--- src/rtl/pin_scan_pkg.sv ---
// pin_scan_pkg
// Shared definitions for the pin-scan sequencer: the frame state encoding
// (exported as-is on the 'field' debug output), default parameter values,
// and helpers for sizing and frame-length arithmetic.
package pin_scan_pkg;

  // Fixed encoding so LEDs / logic analysers can decode 'field' directly.
  typedef enum logic [2:0] {
    ST_IDLE  = 3'd0,
    ST_PRE   = 3'd1,
    ST_COL   = 3'd2,
    ST_PAUSE = 3'd3,
    ST_ROW   = 3'd4,
    ST_GAP   = 3'd5
  } scan_state_t;

  localparam int DEF_NUM_PINS    = 64;
  localparam int DEF_COLS        = 8;
  localparam int DEF_HALF        = 16;
  localparam int DEF_PRE_SLOTS   = 2;
  localparam int DEF_PAUSE_SLOTS = 3;
  localparam int DEF_GAP_SLOTS   = 4;

  // Total slots spent on one pin's frame.
  function automatic int frame_slots(input int pre, input int col, input int pause,
                                     input int row, input int gap);
    return pre + col + pause + row + gap;
  endfunction

  function automatic int max_int(input int a, input int b);
    return (a > b) ? a : b;
  endfunction

endpackage

--- src/rtl/pin_scan_sequencer_slot_timer.sv ---
// scan_slot_timer
// Free-running slot timer: counts 0..2*HALF-1 and wraps. The first HALF
// counts of a slot are the "high" half.
// Ports:
//   clk, reset  - clock, synchronous active-high reset
//   restart     - hold the count at 0 (next cycle starts a fresh slot)
//   high_phase  - phase of the NEXT cycle's count, so a consumer that
//                 registers it lines up exactly with the slot it belongs to
//   slot_end    - current cycle is the last cycle of a slot
module scan_slot_timer #(
  parameter int HALF = 16
) (
  input  logic clk,
  input  logic reset,
  input  logic restart,
  output logic high_phase,
  output logic slot_end
);

  localparam int CW = $clog2(2 * HALF);

  logic [CW-1:0] cnt;

  assign slot_end = (cnt == CW'(2 * HALF - 1));

  // After a restart or a wrap the next count is 0, which is always high.
  assign high_phase = restart || slot_end || ((int'(cnt) + 1) < HALF);

  // Count up, wrapping at the end of each slot; restart pins it to 0.
  always_ff @(posedge clk) begin
    if (reset || restart) begin
      cnt <= '0;
    end else if (slot_end) begin
      cnt <= '0;
    end else begin
      cnt <= cnt + 1'b1;
    end
  end

endmodule

--- src/rtl/pin_scan_sequencer.sv ---
// pin_scan_sequencer
// Walks every board pin in turn and emits the blink frame
// PREAMBLE, COL pulses, PAUSE, ROW pulses, GAP on code_out, while presenting
// the pin index so a board-level mux can route code_out to that pin.
// Ports:
//   clk, reset  - clock, synchronous active-high reset
//   start       - begin a scan (only looked at while idle)
//   loop        - level; wrap to pin 0 after the last pin instead of stopping
//   stop        - pulse; finish the current pin's frame, then go idle
//   pin_idx     - pin currently being coded
//   pin_en      - pin_idx is valid (same as busy)
//   code_out    - serial blink code
//   field       - current state encoding (debug)
//   busy        - scan in progress
//   done        - one-cycle pulse on the last cycle of a full scan
module pin_scan_sequencer
  import pin_scan_pkg::*;
#(
  parameter int NUM_PINS    = DEF_NUM_PINS,
  parameter int COLS        = DEF_COLS,
  parameter int HALF        = DEF_HALF,
  parameter int PRE_SLOTS   = DEF_PRE_SLOTS,
  parameter int PAUSE_SLOTS = DEF_PAUSE_SLOTS,
  parameter int GAP_SLOTS   = DEF_GAP_SLOTS,
  localparam int PW = (NUM_PINS > 1) ? $clog2(NUM_PINS) : 1
) (
  input  logic          clk,
  input  logic          reset,
  input  logic          start,
  input  logic          loop,
  input  logic          stop,
  output logic [PW-1:0] pin_idx,
  output logic          pin_en,
  output logic          code_out,
  output logic [2:0]    field,
  output logic          busy,
  output logic          done
);

  // Slot-counter width must hold the longest field, including the largest
  // row number NUM_PINS/COLS+1.
  localparam int MAX_LEN = max_int(max_int(COLS, NUM_PINS / COLS + 1),
                                   max_int(PRE_SLOTS, max_int(PAUSE_SLOTS, GAP_SLOTS)));
  localparam int LW = $clog2(MAX_LEN + 1);

  scan_state_t state, next_state;
  logic [LW-1:0] slot_cnt, field_len, col_len, row_len;
  logic          stop_latched;
  logic          high_phase, slot_end, field_end;
  logic          frame_end, last_pin, advance;

  scan_slot_timer #(.HALF(HALF)) u_timer (
    .clk        (clk),
    .reset      (reset),
    .restart    (state == ST_IDLE),
    .high_phase (high_phase),
    .slot_end   (slot_end)
  );

  // pin_idx only changes at frame boundaries, so col/row are frame-stable.
  assign col_len  = LW'(int'(pin_idx) % COLS + 1);
  assign row_len  = LW'(int'(pin_idx) / COLS + 1);
  assign last_pin = (pin_idx == PW'(NUM_PINS - 1));

  always_comb begin
    field_len = '0;
    case (state)
      ST_PRE:   field_len = LW'(PRE_SLOTS);
      ST_COL:   field_len = col_len;
      ST_PAUSE: field_len = LW'(PAUSE_SLOTS);
      ST_ROW:   field_len = row_len;
      ST_GAP:   field_len = LW'(GAP_SLOTS);
      default:  field_len = '0;
    endcase
  end

  assign field_end = (state != ST_IDLE) && slot_end && (slot_cnt == field_len - 1'b1);

  // Next-state decision. Zero-length PAUSE/GAP are stepped over on the same
  // edge, so no dead cycle appears; frame_end marks the last cycle of a pin.
  always_comb begin
    next_state = state;
    frame_end  = 1'b0;
    advance    = 1'b0;
    case (state)
      ST_IDLE:  if (start) next_state = ST_PRE;
      ST_PRE:   if (field_end) next_state = ST_COL;
      ST_COL:   if (field_end) next_state = (PAUSE_SLOTS > 0) ? ST_PAUSE : ST_ROW;
      ST_PAUSE: if (field_end) next_state = ST_ROW;
      ST_ROW: begin
        if (field_end) begin
          if (GAP_SLOTS > 0) next_state = ST_GAP;
          else               frame_end  = 1'b1;
        end
      end
      ST_GAP:   if (field_end) frame_end = 1'b1;
      default:  next_state = ST_IDLE;
    endcase
    if (frame_end) begin
      if (!last_pin && !stop_latched) begin
        advance    = 1'b1;
        next_state = ST_PRE;
      end else if (last_pin && loop && !stop_latched) begin
        next_state = ST_PRE;
      end else begin
        next_state = ST_IDLE;
      end
    end
  end

  // done is decoded from registered state so it lands on the final GAP
  // cycle itself rather than the first idle cycle.
  assign done  = frame_end && last_pin;
  assign field = state;

  function automatic logic level_for(input scan_state_t s, input logic hp);
    case (s)
      ST_PRE:        return 1'b1;
      ST_COL, ST_ROW: return hp;
      default:       return 1'b0;
    endcase
  endfunction

  // Main sequencer register bank. code_out is computed from the state being
  // entered so it stays cycle-aligned with 'field'.
  always_ff @(posedge clk) begin
    if (reset) begin
      state        <= ST_IDLE;
      pin_idx      <= '0;
      pin_en       <= 1'b0;
      busy         <= 1'b0;
      code_out     <= 1'b0;
      slot_cnt     <= '0;
      stop_latched <= 1'b0;
    end else begin
      state    <= next_state;
      busy     <= (next_state != ST_IDLE);
      pin_en   <= (next_state != ST_IDLE);
      code_out <= level_for(next_state, high_phase);

      if (state == ST_IDLE || field_end) begin
        slot_cnt <= '0;
      end else if (slot_end) begin
        slot_cnt <= slot_cnt + 1'b1;
      end

      if (advance) begin
        pin_idx <= pin_idx + 1'b1;
      end else if (state == ST_IDLE || frame_end) begin
        pin_idx <= '0;
      end

      if (next_state == ST_IDLE) begin
        stop_latched <= 1'b0;
      end else if (state != ST_IDLE && stop) begin
        stop_latched <= 1'b1;
      end
    end
  end

endmodule
--- config.mk ---
export PLATFORM = sky130hd
export DESIGN_NAME = pin_scan_sequencer
export DESIGN_NICKNAME = d
export VERILOG_FILES = /design/src/rtl/pin_scan_pkg.sv /design/src/rtl/pin_scan_sequencer_slot_timer.sv /design/src/rtl/pin_scan_sequencer.sv
export SDC_FILE = /design/constraint.sdc
export NUM_CORES = 1
export LEC_CHECK = 0
export ABC_AREA = 1
export BUFFER_PORTS_ARGS = -buffer_cell sky130_fd_sc_hd__buf_4
export CAP_MARGIN = 15
export CORE_AREA = 2 2 56 58
export DETAILED_ROUTE_END_ITERATION = 12
export DIE_AREA = 0 0 58 60
export PLACE_DENSITY = 0.7
export RECOVER_POWER = 25
export SYNTH_ARGS = -nofsm -noshare
export SYNTH_HDL_FRONTEND = slang
export SYNTH_SLANG_ARGS = --single-unit
--- constraint.sdc ---
create_clock -name clk -period 2.7 [get_ports clk]
set_input_delay 0.675 -clock clk [delete_from_list [all_inputs] [get_ports clk]]
set_output_delay 0.675 -clock clk [all_outputs]
set_load 0.02 [all_outputs]
# Word level (Yosys, flattened, before mapping)
# Index checks and enable logic that the tools add are counted.
# word_totals
regBits	21
inputBits	5
output_inout_bits	13
wordCells	66
# classes
n_addsub	7
order_cmp	1
eq_ne	11
muxes	17
reduce_logical	23
# op_table
op	n
$lt 32x6->1 const B	1
$pmux 4 s5	1
$mux 3	6
$pmux 3 s6	1
$mux 6	2
$eq 3x2->1 const B	3
$eq 3x3->1 const B	3
$add 3x1->4 const B	2
$reduce_or 2->1	4
$logic_and 1x1->1	7
$add 5x1->6 const B	1
$add 6x1->6 const B	1
$eq 3x1->1 const B	2
$eq 6x6->1 const B	1
$logic_not 3->1	2
$mux 1	6
$reduce_bool 3->1	2
$add 5x1->5 const B	1
$eq 5x5->1 const B	1
$logic_or 1x1->1	5
$add 4x1->4 const B	1
$eq 4x4->1	1
$sub 4x1->4 const B	1
$logic_not 1->1	2
2 further kinds	2

# Logic depth before layout (Yosys ltp)
# Gate-level depths: netlist (run 1).
# logic_depth
word_depth	11
ltp_mapped	23
ltp_nobuf	23

# Modules after synthesis
# A second synthesis (run 1) with hierarchy kept.
# hier_totals
hier_cells	212
hier_area_um2	1382.6
# modules_own_cells
module	instances	cells_per_inst	area_per_inst_um2	seq_area_each_um2
pin_scan_sequencer	1	179	1148.6	320.3
scan_slot_timer	1	33	234.0	100.1

# Least setup slack after synthesis (run 1)
# Ideal clock, no wire load.
# synth_timing
path_kind	register -> output
from	reg state[2] (netlist: field[2])
to	out done
t_arrival_ns	2.708
required_time_ns	2.025
slack_ns	-0.683
stages_incl_launch_ff	14
n_path_buf	1
cell_sequence	dfxtp_1 -> buf_6 -> nand3_1 -> nand2_1 -> inv_1 -> ha_1 -> a21oi_2 -> ha_1 -> a21oi_1 -> o211a_1 -> nand3_1 -> a21oi_4 -> nand2_4 -> nor3_1
# synth_via
elab_chain_len	8
elab_cells_between_ends	14
classes_between	1 x add/sub; 6 x eq/ne; 3 x mux; 4 x reduce/logical
# synth_lines
element	line	text
start, declared	pin_scan_sequencer.sv:46	scan_state_t state, next_state;
start signal, assigned	pin_scan_sequencer.sv:136	state <= next_state;
$eq 3x3->1 (tied with other cells)	pin_scan_sequencer.sv:67, pin_scan_sequencer.sv:85	
$pmux 4 s5	pin_scan_sequencer.sv:67	case (state)
$sub 4x1->4	pin_scan_sequencer.sv:77	assign field_end = (state != ST_IDLE) && slot_end && (slot_cnt == field_len - 1'b1);
$eq 4x4->1	pin_scan_sequencer.sv:77	
$logic_and 1x1->1	pin_scan_sequencer.sv:77	
$mux 1	pin_scan_sequencer.sv:96	ST_GAP: if (field_end) frame_end = 1'b1;
$mux 1 (*)	n/a	
$logic_and 1x1->1 (*)	pin_scan_sequencer.sv:113	assign done = frame_end && last_pin;
end, declared	pin_scan_sequencer.sv:37	output logic done
# Every way passes the cells marked *; elsewhere a longest branch is shown, timed or not.

# Worst setup path in the final report (run 1)
# layout_timing
from	reg state[0] (netlist: field[0])
to	out done
# Same word-level chain as after synthesis.

==> results of run 1 <==
[worst paths after layout]
check                            startpoint  slack, ns                   endpoint  cells after the start
setup / recovery        field[0]$_SDFF_PP0_      -0.61                       done                     15
hold / removal    u_timer.cnt[0]$_SDFF_PP0_       0.46  u_timer.cnt[0]$_SDFF_PP0_                      1
setup reg to reg        field[0]$_SDFF_PP0_      -0.30        code_out$_SDFF_PP0_                     23
hold reg to reg   u_timer.cnt[0]$_SDFF_PP0_       0.46  u_timer.cnt[0]$_SDFF_PP0_                      1
[metrics by stage]
stage               setup slack (ns)  instances   util  hold WS (ns)
CTS                           -0.595        285  0.627         0.463
finish                        -0.606        293  0.694         0.461
floorplan                     -0.274        206      -         0.418
global route                  -0.750        293  0.694         0.471
detailed placement            -0.346        277  0.594         0.441
global placement              -0.297        277  0.594         0.431
[synth_stat cells]
cell type / count
sky130_fd_sc_hd__nor2_2: 1
sky130_fd_sc_hd__xor2_1: 3
sky130_fd_sc_hd__inv_2: 2
sky130_fd_sc_hd__a21oi_1: 11
sky130_fd_sc_hd__o211a_1: 1
sky130_fd_sc_hd__nand3_2: 1
sky130_fd_sc_hd__nand2_4: 2
sky130_fd_sc_hd__nand2_1: 56
sky130_fd_sc_hd__a21oi_2: 1
sky130_fd_sc_hd__a21oi_4: 1
sky130_fd_sc_hd__nor3_1: 7
sky130_fd_sc_hd__nor2_1: 14
sky130_fd_sc_hd__nand4_1: 3
sky130_fd_sc_hd__dfxtp_1: 21
sky130_fd_sc_hd__inv_1: 30
sky130_fd_sc_hd__nand3_1: 27
sky130_fd_sc_hd__o211ai_1: 1
sky130_fd_sc_hd__o21ai_0: 2
sky130_fd_sc_hd__nand2_2: 6
sky130_fd_sc_hd__nor3b_1: 1
sky130_fd_sc_hd__buf_6: 1
sky130_fd_sc_hd__or2_2: 2
sky130_fd_sc_hd__nor2_4: 2
sky130_fd_sc_hd__nor4_1: 1
sky130_fd_sc_hd__ha_1: 6
sky130_fd_sc_hd__buf_4: 1
sky130_fd_sc_hd__o21ai_2: 2
[critical path: cells and delay by family, from the launching register on]
family / cells / cell delay (ns)
buffers and inverters: 2 / 0.21
DFF: 1 / 0.37
and+or+nand+nor: 7 / 0.73
AOI/OAI and AO/OA: 4 / 0.58
adders and majority gates: 2 / 0.44
[final cells by class]
cell class,instances,area [µm²]
repair buffers,52,405
flip-flops and latches,21,432
multi-input cells,151,988
fillers,244,888
inverters,32,120
clock inverters,1,5.00
well taps,33,41.3
clock buffers,3,22.5
[power by group through the flow]
stage               combinational, W  clock (W)  sequential (W)
floorplan                  0.0000364          0        0.000328
detailed placement         0.0000679          0        0.000323
global placement           0.0000670          0        0.000323
global route               0.0000975   0.000172        0.000317
CTS                        0.0000714   0.000156        0.000316
finish                     0.0000902   0.000155        0.000316
[kinds of logic after synthesis]
group,count (synthesis),share of synthesized area
and+or+nand+nor,123,0.423
adders and majority gates,6,0.0551
AOI/OAI and AO/OA,19,0.0918
buffers and inverters,34,0.102
DFF,21,0.309
xor gates and xnor gates,3,0.0193
[metal layers]
layer	vias to the layer above	part of all wire	track usage
li1	774	-	-
met1	658	0.46	0.273
met2	41	0.49	0.326
met3	5	0.046	0.0260
met4	0	0.013	0.0498
met5	-	0	0
[state kept, by name (all words and copies together) (netlist names)]
name and cells:
busy 1, code_out 1, field 3, pin_idx 6, slot_cnt 4, stop_latched 1
u_timer.cnt 5
[repair_timing]
item	4_1_cts	5_1_grt
endpoints found under the setup margin	13	15
hold endpoints to repair	0	0
setup buffers	4	8
pin swaps	12	19
resized for setup	11	34
==> metrics, run 1 <==
clock sink total=21; average vias per placed instance=5.04; number of failing hold endpoints at the final stage=0; Clock transition at path regs=0.12 ns; Sw Ratio=0.275; ratio of cells with drive above 1 in the final layout=0.427; Static Leakage=0.938 nW; final critical-path required period=3.31 ns; Port-buffer cells=17; I/O pin count=18; min setup slack post-route=-0.606 ns; # rows=20; detailed-placement wirelength estimate=2460 µm; MaxCap Viol Count=0; Critical Path Max Stage Delay=0.37 ns; final count of pins violating max slew=0; Detail Route Antenna Nets=0; # H-tree levels=1; number of warnings printed during yosys synthesis=0; leading cell types in the layout, fill and taps excluded=43 x sky130_fd_sc_hd__nand2_1, 43 x sky130_fd_sc_hd__buf_4, 27 x sky130_fd_sc_hd__inv_1, 20 x sky130_fd_sc_hd__nand3_1, 18 x sky130_fd_sc_hd__dfxtp_1; arrival time at the worst endpoint=2.63 ns; via count of the routed design=1478; final setup violating endpoints=13; routed wirelength normalized by instance count=12.4 µm; violated checks=setup timing; critical path cell sequence=nor2_4 > nand2_4 > nand2_2 > nand2_2 > inv_2 > ha_4 > a21oi_4 > ha_4 > a21oi_2 > o211a_1 > nand3_2 > a21oi_4 > nand2_4 > nor3_4 > buf_6; upper clock frequency limit=303 MHz; portion of synthesized cell area occupied by the leading cell type=0.309; antenna violations before repair=0; wirelength, routed=3640 µm; average cell area after synthesis=6.61 µm²; power per cell area=278 nW/µm²; Max Fanout on Critical Path=4; cell with the largest stage delay on the worst path=sky130_fd_sc_hd__dfxtp_4; Syn Inst Count=206; global-route usage over all layers=0.197; Placed Area=1720 µm²; Flop pwr share=0.564; worst setup path class=reg -> out; Final period util=1.22; Final Skew=0.00273 ns; residual overflow from global routing=0; pin slew with the least headroom to its limit=0.409 ns; vias in the first global route=1190; initial core utilization=0.469; Chip Height=60 µm; Core Footprint=2900 µm²; required time of the critical path=2.03 ns; largest buffer count on any clock path=2; cell internal pwr=0.000407 W; global-route wire length before repair=5260 µm; element type at the critical path start=flip-flop; number of DRC markers after the initial detailed-route iteration=59; top cell type by total area after synthesis=sky130_fd_sc_hd__dfxtp_1; cell types with the largest area share after synthesis=sky130_fd_sc_hd__dfxtp_1 31%, sky130_fd_sc_hd__nand2_1 15%, sky130_fd_sc_hd__nand3_1 9.9%, sky130_fd_sc_hd__inv_1 8.3%, sky130_fd_sc_hd__ha_1 5.5%; area of the die=3480 µm²; post-route setup TNS=-2.85 ns; number of storage elements in the synthesis netlist=21; result of the run=finished with violations; number of unique standard cell types used by synthesis=27; maximum number of pins on one net before global-route repair=13; synthesized net count=217; clock tree from TritonCTS=done; floorplan die width=58 µm; sequential-to-total area share from yosys stat=0.309; endpoint kind of the worst setup timing path=output port; net count reported at finish=272; unrepaired setup endpoints after global routing=true; clock tree root driver cell=sky130_fd_sc_hd__clkbuf_4; total clock buffers created by CTS=3; Final Total Pwr=0.000561 W; # diodes=0; relative max-transition margin=0.727; classification of the worst-slack hold path=reg -> reg; drt drc=0; Worst-Skew Late Latency=0.31 ns; routability-driven placement congestion ratio=0.853; finished layout cell area=2010 µm²; clock share of power=0.276; netlist area before placement=1360 µm²; number of buffers added to fix hold violations after cts=0; Layout Area Growth over Synthesis=47.8%; drt pass-1 iters=4; peak supply drop=0.000323 V; combinational power share=0.161; switching pwr=0.000154 W
Power figures use the tool's default switching activity.
==> run 2: changes to the inputs <==
--- a/config.mk
+++ b/config.mk
@@ -10,6 +10,5 @@
 export CAP_MARGIN = 15
-export CORE_AREA = 2 2 56 58
+export CORE_AREA = 2 2 62 64
 export DETAILED_ROUTE_END_ITERATION = 12
-export DIE_AREA = 0 0 58 60
-export PLACE_DENSITY = 0.7
+export DIE_AREA = 0 0 64 66
 export RECOVER_POWER = 25
--- a/constraint.sdc
+++ b/constraint.sdc
@@ -3,2 +3,2 @@
 set_output_delay 0.675 -clock clk [all_outputs]
-set_load 0.02 [all_outputs]
+set_load 0.01 [all_outputs]
==> run 2 against run 1 <==
Effect of this change:
- the flow still finishes with violations (setup timing)
- non-clock buffer count increased by 5
- routed wire length decreased by 5.4%
- global-route usage decreased by 3.0 points
- clock-buffer cell count increased by 1
- critical path depth unchanged
- combinational power decreased by 21%
- cell area decreased by 1.8%
==> metrics, run 2 (synthesis gave the netlist of run 1 again) <==
Final period util=1.21 (-0.0139); worst setup path class=reg -> out; Top Registers=pin_idx: 6 flops, u_timer.cnt: 5 flops, slot_cnt: 4 flops; share of the core filled with cells in the final layout=0.557 (-0.137); wirelength, routed=3440 µm (-5.4%); final setup violating endpoints=13 (unchanged); switching pwr=0.000140 W (-9.3%); element type at the critical path start=flip-flop; relative max-transition margin=0.781 (+0.0545); classification of the worst-slack hold path=reg -> reg; # H-tree levels=1 (unchanged); Clock transition at path regs=0.12 ns (about the same); endpoint kind of the worst setup timing path=output port; residual overflow from global routing=0 (unchanged); peak supply drop=0.000232 V (-28%); result of the run=finished with violations; Port-buffer cells=17 (unchanged); routed wirelength normalized by instance count=11.0 µm (-11%); area of the die=4220 µm² (+21%); clock tree root driver cell=sky130_fd_sc_hd__clkbuf_4; clock share of power=0.281 (+0.005); leading cell types in the layout, fill and taps excluded=50 x sky130_fd_sc_hd__buf_4, 45 x sky130_fd_sc_hd__nand2_1, 28 x sky130_fd_sc_hd__inv_1, 23 x sky130_fd_sc_hd__nand3_1, 18 x sky130_fd_sc_hd__dfxtp_1; Detail Route Antenna Nets=0 (unchanged); Placed Area=1780 µm² (+3.4%); largest buffer count on any clock path=2 (unchanged); routability-driven placement congestion ratio=0.839 (-1.6%); Sw Ratio=0.258 (-0.0169); Max Fanout on Critical Path=4 (unchanged); largest register by flop count=pin_idx; Core Footprint=3550 µm² (+22%); routing usage on met1=0.213 (-0.0592); via count of the routed design=1471 (-0.47%); combinational power share=0.131 (-0.030); antenna violations before repair=0 (unchanged); net count reported at finish=277 (+1.8%); power per cell area=274 nW/µm² (-1.6%); met3 Resource Use GR=0.0256 (-0.000420); drt drc=0 (unchanged); finished layout cell area=1980 µm² (-1.8%); clock tree from TritonCTS=done; met2 global-route usage=0.290 (-0.0359); final count of pins violating max slew=0 (unchanged); required time of the critical path=2.03 ns (about the same); min setup slack post-route=-0.568 ns (+0.0375 ns); arrival time at the worst endpoint=2.59 ns (-0.04 ns); upper clock frequency limit=306 MHz (+1.1%); Layout Area Growth over Synthesis=45.2%; MaxCap Viol Count=0 (unchanged); average vias per placed instance=4.70 (-6.8%); violated checks=setup timing; number of failing hold endpoints at the final stage=0 (unchanged); Final Skew=0.00827 ns (+0.00553 ns); Chip Height=66 µm (+10%); Place WS=-0.329 ns (+0.0176 ns); max reg flops=6 (unchanged); Worst-Skew Late Latency=0.30 ns (about the same); floorplan die width=64 µm (+10%); vias in the first global route=1364 (+15%); unrepaired setup endpoints after global routing=true; busiest grt layer=met2; maximum number of pins on one net before global-route repair=12 (-1); clock sink total=21 (unchanged); number of DRC markers after the initial detailed-route iteration=51 (-14%); final critical-path required period=3.27 ns (-0.0375 ns); drt pass-1 iters=4 (unchanged); global-route usage over all layers=0.167 (-0.0301); detailed-placement wirelength estimate=2530 µm (+2.9%); Static Leakage=0.942 nW (+0.35%); Flop pwr share=0.587 (+0.023); initial core utilization=0.384 (-0.0857); I/O pin count=18 (unchanged); worst hold slack after final layout=0.484 ns (+0.0234 ns); cell internal pwr=0.000402 W (-1.2%); pin slew with the least headroom to its limit=0.325 ns (-0.0842 ns); # rows=22 (+10%); total clock buffers created by CTS=3 (unchanged); ratio of cells with drive above 1 in the final layout=0.389 (-0.0382); # diodes=0 (unchanged); most common library cell in the layout ignoring fill and taps=sky130_fd_sc_hd__buf_4; global-route wire length before repair=5650 µm (+7.5%)
==> run 2: final cells by class <==
cell class	instances	area [µm²]
clock buffers	4	26.3
fillers	356	1570
inverters	32	120
multi-input cells	151	913
flip-flops and latches	21	427
well taps	48	60.1
repair buffers	57	432
==> run 2: metrics by stage <==
step	setup TNS (ns)	std cells	total power [W]
after global placement	-1.22	298	0.000389
final	-2.51	313	0.000542
after floorplan	-0.189	206	0.000363
after global routing	-5.29	313	0.000569
after detailed placement	-1.82	298	0.000389
after CTS	-1.51	311	0.000541
==> run 2: worst max-delay path, cell delays in order, from the launching register on <==
cell and delay (ns):
sky130_fd_sc_hd__dfxtp_4 0.37, sky130_fd_sc_hd__nor2_4 0.18, sky130_fd_sc_hd__nand2_4 0.08, sky130_fd_sc_hd__nand2_1 0.08, sky130_fd_sc_hd__nand2_2 0.07, sky130_fd_sc_hd__inv_2 0.07
sky130_fd_sc_hd__ha_4 0.20, sky130_fd_sc_hd__a21oi_4 0.15, sky130_fd_sc_hd__ha_4 0.23, sky130_fd_sc_hd__a21oi_2 0.12, sky130_fd_sc_hd__o211a_1 0.16, sky130_fd_sc_hd__nand3_2 0.08
sky130_fd_sc_hd__a21oi_4 0.15, sky130_fd_sc_hd__nand2_4 0.07, sky130_fd_sc_hd__nor3_4 0.18, sky130_fd_sc_hd__buf_6 0.12
==> run 2: metal layers <==
layer,up-vias,wire length (µm)
met5,-,0
met1,660,1640
met2,26,1670
met3,5,91
li1,780,-
met4,0,41
==> run 2: power by group through the flow <==
stage / Sequential (W) / Combinational [W] / Clock [W]
global route: 0.000319 / 0.0000801 / 0.000170
finish: 0.000318 / 0.0000712 / 0.000152
floorplan: 0.000327 / 0.0000356 / 0
global placement: 0.000325 / 0.0000641 / 0
detailed placement: 0.000325 / 0.0000642 / 0
CTS: 0.000318 / 0.0000662 / 0.000157
==> run 2: path summary, 6_finish.rpt <==
| path | from | endpoint | slack [ns] | cells after the start |
|---|---|---|---|---|
| max | field[0]$_SDFF_PP0_ | done | -0.57 | 15 |
| min | u_timer.cnt[0]$_SDFF_PP0_ | u_timer.cnt[0]$_SDFF_PP0_ | 0.48 | 1 |
| max reg2reg | field[0]$_SDFF_PP0_ | code_out$_SDFF_PP0_ | -0.25 | 23 |
| min reg2reg | u_timer.cnt[0]$_SDFF_PP0_ | u_timer.cnt[0]$_SDFF_PP0_ | 0.48 | 1 |
==> run 2: timing repair <==
action,in CTS,in global routing
pin swaps,16,9
setup buffers,10,2
hold buffers,0,0
endpoints found under the setup margin,13,13
resized for setup,8,17
==> run 3: changes to the inputs <==
- CORE_AREA: 2 2 62 64 -> 2 2 71 73
- DIE_AREA: 0 0 64 66 -> 0 0 73 75
==> run 3 against run 2 <==
Effect of this change:
- the flow still finishes with violations (setup timing)
- routed wire length fell by 2.4%
- critical path depth did not move
- sequential share of layout area rose by 0.25 points
- critical endpoint unchanged
- largest cell class unchanged
- largest power group unchanged
==> metrics, run 3 (synthesis gave the netlist of run 1 again) <==
peak supply drop=0.000175 V (-25%); worst setup path class=reg -> out; via count of the routed design=1413 (-3.9%); maximum number of pins on one net before global-route repair=13 (+1); crit-path leading delay family=simple AND/OR/NAND/NOR gates; Critical Path Max Stage Delay=0.35 ns (-0.02 ns); cell internal pwr=0.000446 W (+11%); global-route wire length before repair=5860 µm (+3.7%); endpoint kind of the worst setup timing path=output port; clock tree root driver cell=sky130_fd_sc_hd__clkbuf_8; ratio of cells with drive above 1 in the final layout=0.376 (-0.0127); number of failing hold endpoints at the final stage=0 (unchanged); Layout Area Growth over Synthesis=43.5%; Sw Ratio=0.258 (about the same); power per cell area=308 nW/µm² (+12%); area of the die=5480 µm² (+30%); required time of the critical path=2.03 ns (about the same); drt pass-1 iters=4 (unchanged); relative max-transition margin=0.746 (-0.0353); I/O pin count=18 (unchanged); vias in the first global route=1335 (-2.1%); # rows=25 (+14%); number of buffer and inverter stages on the critical path=2 (unchanged); leading cell types in the layout, fill and taps excluded=47 x sky130_fd_sc_hd__nand2_1, 45 x sky130_fd_sc_hd__buf_4, 27 x sky130_fd_sc_hd__inv_1, 23 x sky130_fd_sc_hd__nand3_1, 18 x sky130_fd_sc_hd__dfxtp_1; Static Leakage=0.915 nW (-2.8%); Max Fanout on Critical Path=4 (unchanged); Crit path depth=15 (unchanged); cell total after placement=300 (+0.67%); routed wirelength normalized by instance count=10.8 µm (-2.1%); most common library cell in the layout ignoring fill and taps=sky130_fd_sc_hd__nand2_1; clock share of power=0.353 (+0.072); switching pwr=0.000155 W (+11%); worst hold slack after final layout=0.456 ns (-0.0285 ns); critical path cell sequence=nor2_4 > nand2_4 > nand2_4 > nand2_2 > inv_2 > ha_4 > a21oi_4 > ha_4 > a21oi_2 > o211a_1 > nand3_2 > a21oi_4 > nand2_4 > nor3_4 > buf_6; Final Skew=0.00631 ns (-0.00195 ns); Clock transition at path regs=0.08 ns (-0.04 ns); worst reg2reg startpoint=field[0]$_SDFF_PP0_; Layout Cells excl Fill=312 (-0.32%); MaxCap Viol Count=0 (unchanged); # H-tree levels=1 (unchanged); cell with the largest stage delay on the worst path=sky130_fd_sc_hd__dfxtp_4; largest buffer count on any clock path=2 (unchanged); final setup violating endpoints=13 (unchanged); unrepaired setup endpoints after global routing=true; net count reported at finish=270 (-2.5%); result of the run=finished with violations; Placed Area=1760 µm² (-1.3%); wirelength, routed=3360 µm (-2.4%); pin slew with the least headroom to its limit=0.377 ns (+0.0524 ns); clock tree from TritonCTS=done; final count of pins violating max slew=0 (unchanged); Detail Route Antenna Nets=0 (unchanged); final critical-path required period=3.22 ns (-0.0438 ns); Final period util=1.19 (-0.0162); total clock buffers created by CTS=3 (unchanged); routability-driven placement congestion ratio=0.891 (+6.2%); global-route usage over all layers=0.137 (-0.0304); # diodes=0 (unchanged); detailed-placement wirelength estimate=2590 µm (+2.1%); Worst-Skew Late Latency=0.27 ns (-0.03 ns); min setup slack post-route=-0.524 ns (+0.0438 ns); endpoint of the most critical register-to-register path=code_out$_SDFF_PP0_; Chip Height=75 µm (+14%); combinational power share=0.119 (-0.012); crit path capture=done; residual overflow from global routing=0 (unchanged); Core Footprint=4660 µm² (+31%); depth of the most critical reg-to-reg path=22 (-4.3%); initial core utilization=0.292 (-0.0914); classification of the worst-slack hold path=reg -> reg; source of the critical timing path=field[0]$_SDFF_PP0_; number of DRC markers after the initial detailed-route iteration=37 (-27%); violated checks=setup timing; most used cell along the critical path=sky130_fd_sc_hd__nand2_4; finished layout cell area=1960 µm² (-1.1%); arrival time at the worst endpoint=2.55 ns (-0.04 ns); max reg flops=6 (unchanged); clock sink total=21 (unchanged); Place WS=-0.308 ns (+0.0206 ns); antenna violations before repair=0 (unchanged); largest register by flop count=pin_idx; average vias per placed instance=4.53 (-3.6%); upper clock frequency limit=310 MHz (+1.4%); Flop pwr share=0.528 (-0.059); Top Registers=pin_idx: 6 flops, u_timer.cnt: 5 flops, slot_cnt: 4 flops; element type at the critical path start=flip-flop; slack of the worst reg-to-reg path=-0.19 ns (+0.06 ns); floorplan die width=73 µm (+14%); Filler cells=466 (+31%); Port-buffer cells=17 (unchanged); drt drc=0 (unchanged)
[run 3: changes by cell type in the layout (fill, tap and decap cells not counted), sizes merged]
| cell | previous run | this run |
|---|---|---|
| buf | 54 | 46 |
| clkinv | 0 | 1 |
[run 3: worst min path at each step]
stage | start | end | slack, ns | cells after the start
2_1_floorplan | u_timer.cnt[0]$_SDFF_PP0_ | u_timer.cnt[0]$_SDFF_PP0_ | 0.42 | 1
3_3_place_gp | u_timer.cnt[0]$_SDFF_PP0_ | u_timer.cnt[0]$_SDFF_PP0_ | 0.44 | 1
3_5_place_dp | u_timer.cnt[0]$_SDFF_PP0_ | u_timer.cnt[0]$_SDFF_PP0_ | 0.45 | 1
4_1_cts | u_timer.cnt[0]$_SDFF_PP0_ | u_timer.cnt[0]$_SDFF_PP0_ | 0.46 | 1
5_1_grt | u_timer.cnt[0]$_SDFF_PP0_ | u_timer.cnt[0]$_SDFF_PP0_ | 0.49 | 1
6_report | u_timer.cnt[0]$_SDFF_PP0_ | u_timer.cnt[0]$_SDFF_PP0_ | 0.46 | 1
[run 3: metal layers]
metal / vias up / routed length [µm] / GRT usage / part of all wire
met5: - / 0 / 0 / 0
li1: 762 / - / - / -
met4: 0 / 56 / 0.0576 / 0.017
met1: 618 / 1610 / 0.188 / 0.48
met3: 5 / 113 / 0.0120 / 0.034
met2: 28 / 1580 / 0.220 / 0.47
[run 3: final cells by class]
| class | count | area [µm²] | share of cell area |
|---|---|---|---|
| multi-input combinational | 151 | 931 | 0.476 |
| sequential | 21 | 427 | 0.218 |
| timing repair buffer | 50 | 364 | 0.186 |
| inverter | 32 | 120 | 0.0614 |
| tap | 54 | 67.6 | 0.0345 |
| clock buffer | 3 | 41.3 | 0.0211 |
| clock inverter | 1 | 5.00 | 0.00256 |
[run 3: timing repair]
action | in CTS | in global routing
hold buffers | 0 | 0
resized for setup | 14 | 14
pin swaps | 18 | 5
setup buffers | 7 | 2
endpoints found under the setup margin | 13 | 17
cloned | 0 | 0
[run 3: per-stage QoR]
stage / setup TNS (ns) / total power [W] / util
3_3_place_gp: -1.32 / 0.000390 / 0.377
4_1_cts: -2.88 / 0.000599 / 0.408
6_report: -1.71 / 0.000602 / 0.420
3_5_place_dp: -1.82 / 0.000390 / 0.377
5_1_grt: -3.99 / 0.000632 / 0.420
2_1_floorplan: -0.189 / 0.000363 / -
[run 3: power by group through the flow]
stage / logic (W) / clock network [W] / registers (W)
finish: 0.0000718 / 0.000212 / 0.000317
global placement: 0.0000646 / 0 / 0.000325
CTS: 0.0000675 / 0.000214 / 0.000318
floorplan: 0.0000356 / 0 / 0.000327
detailed placement: 0.0000649 / 0 / 0.000325
global route: 0.0000813 / 0.000233 / 0.000318
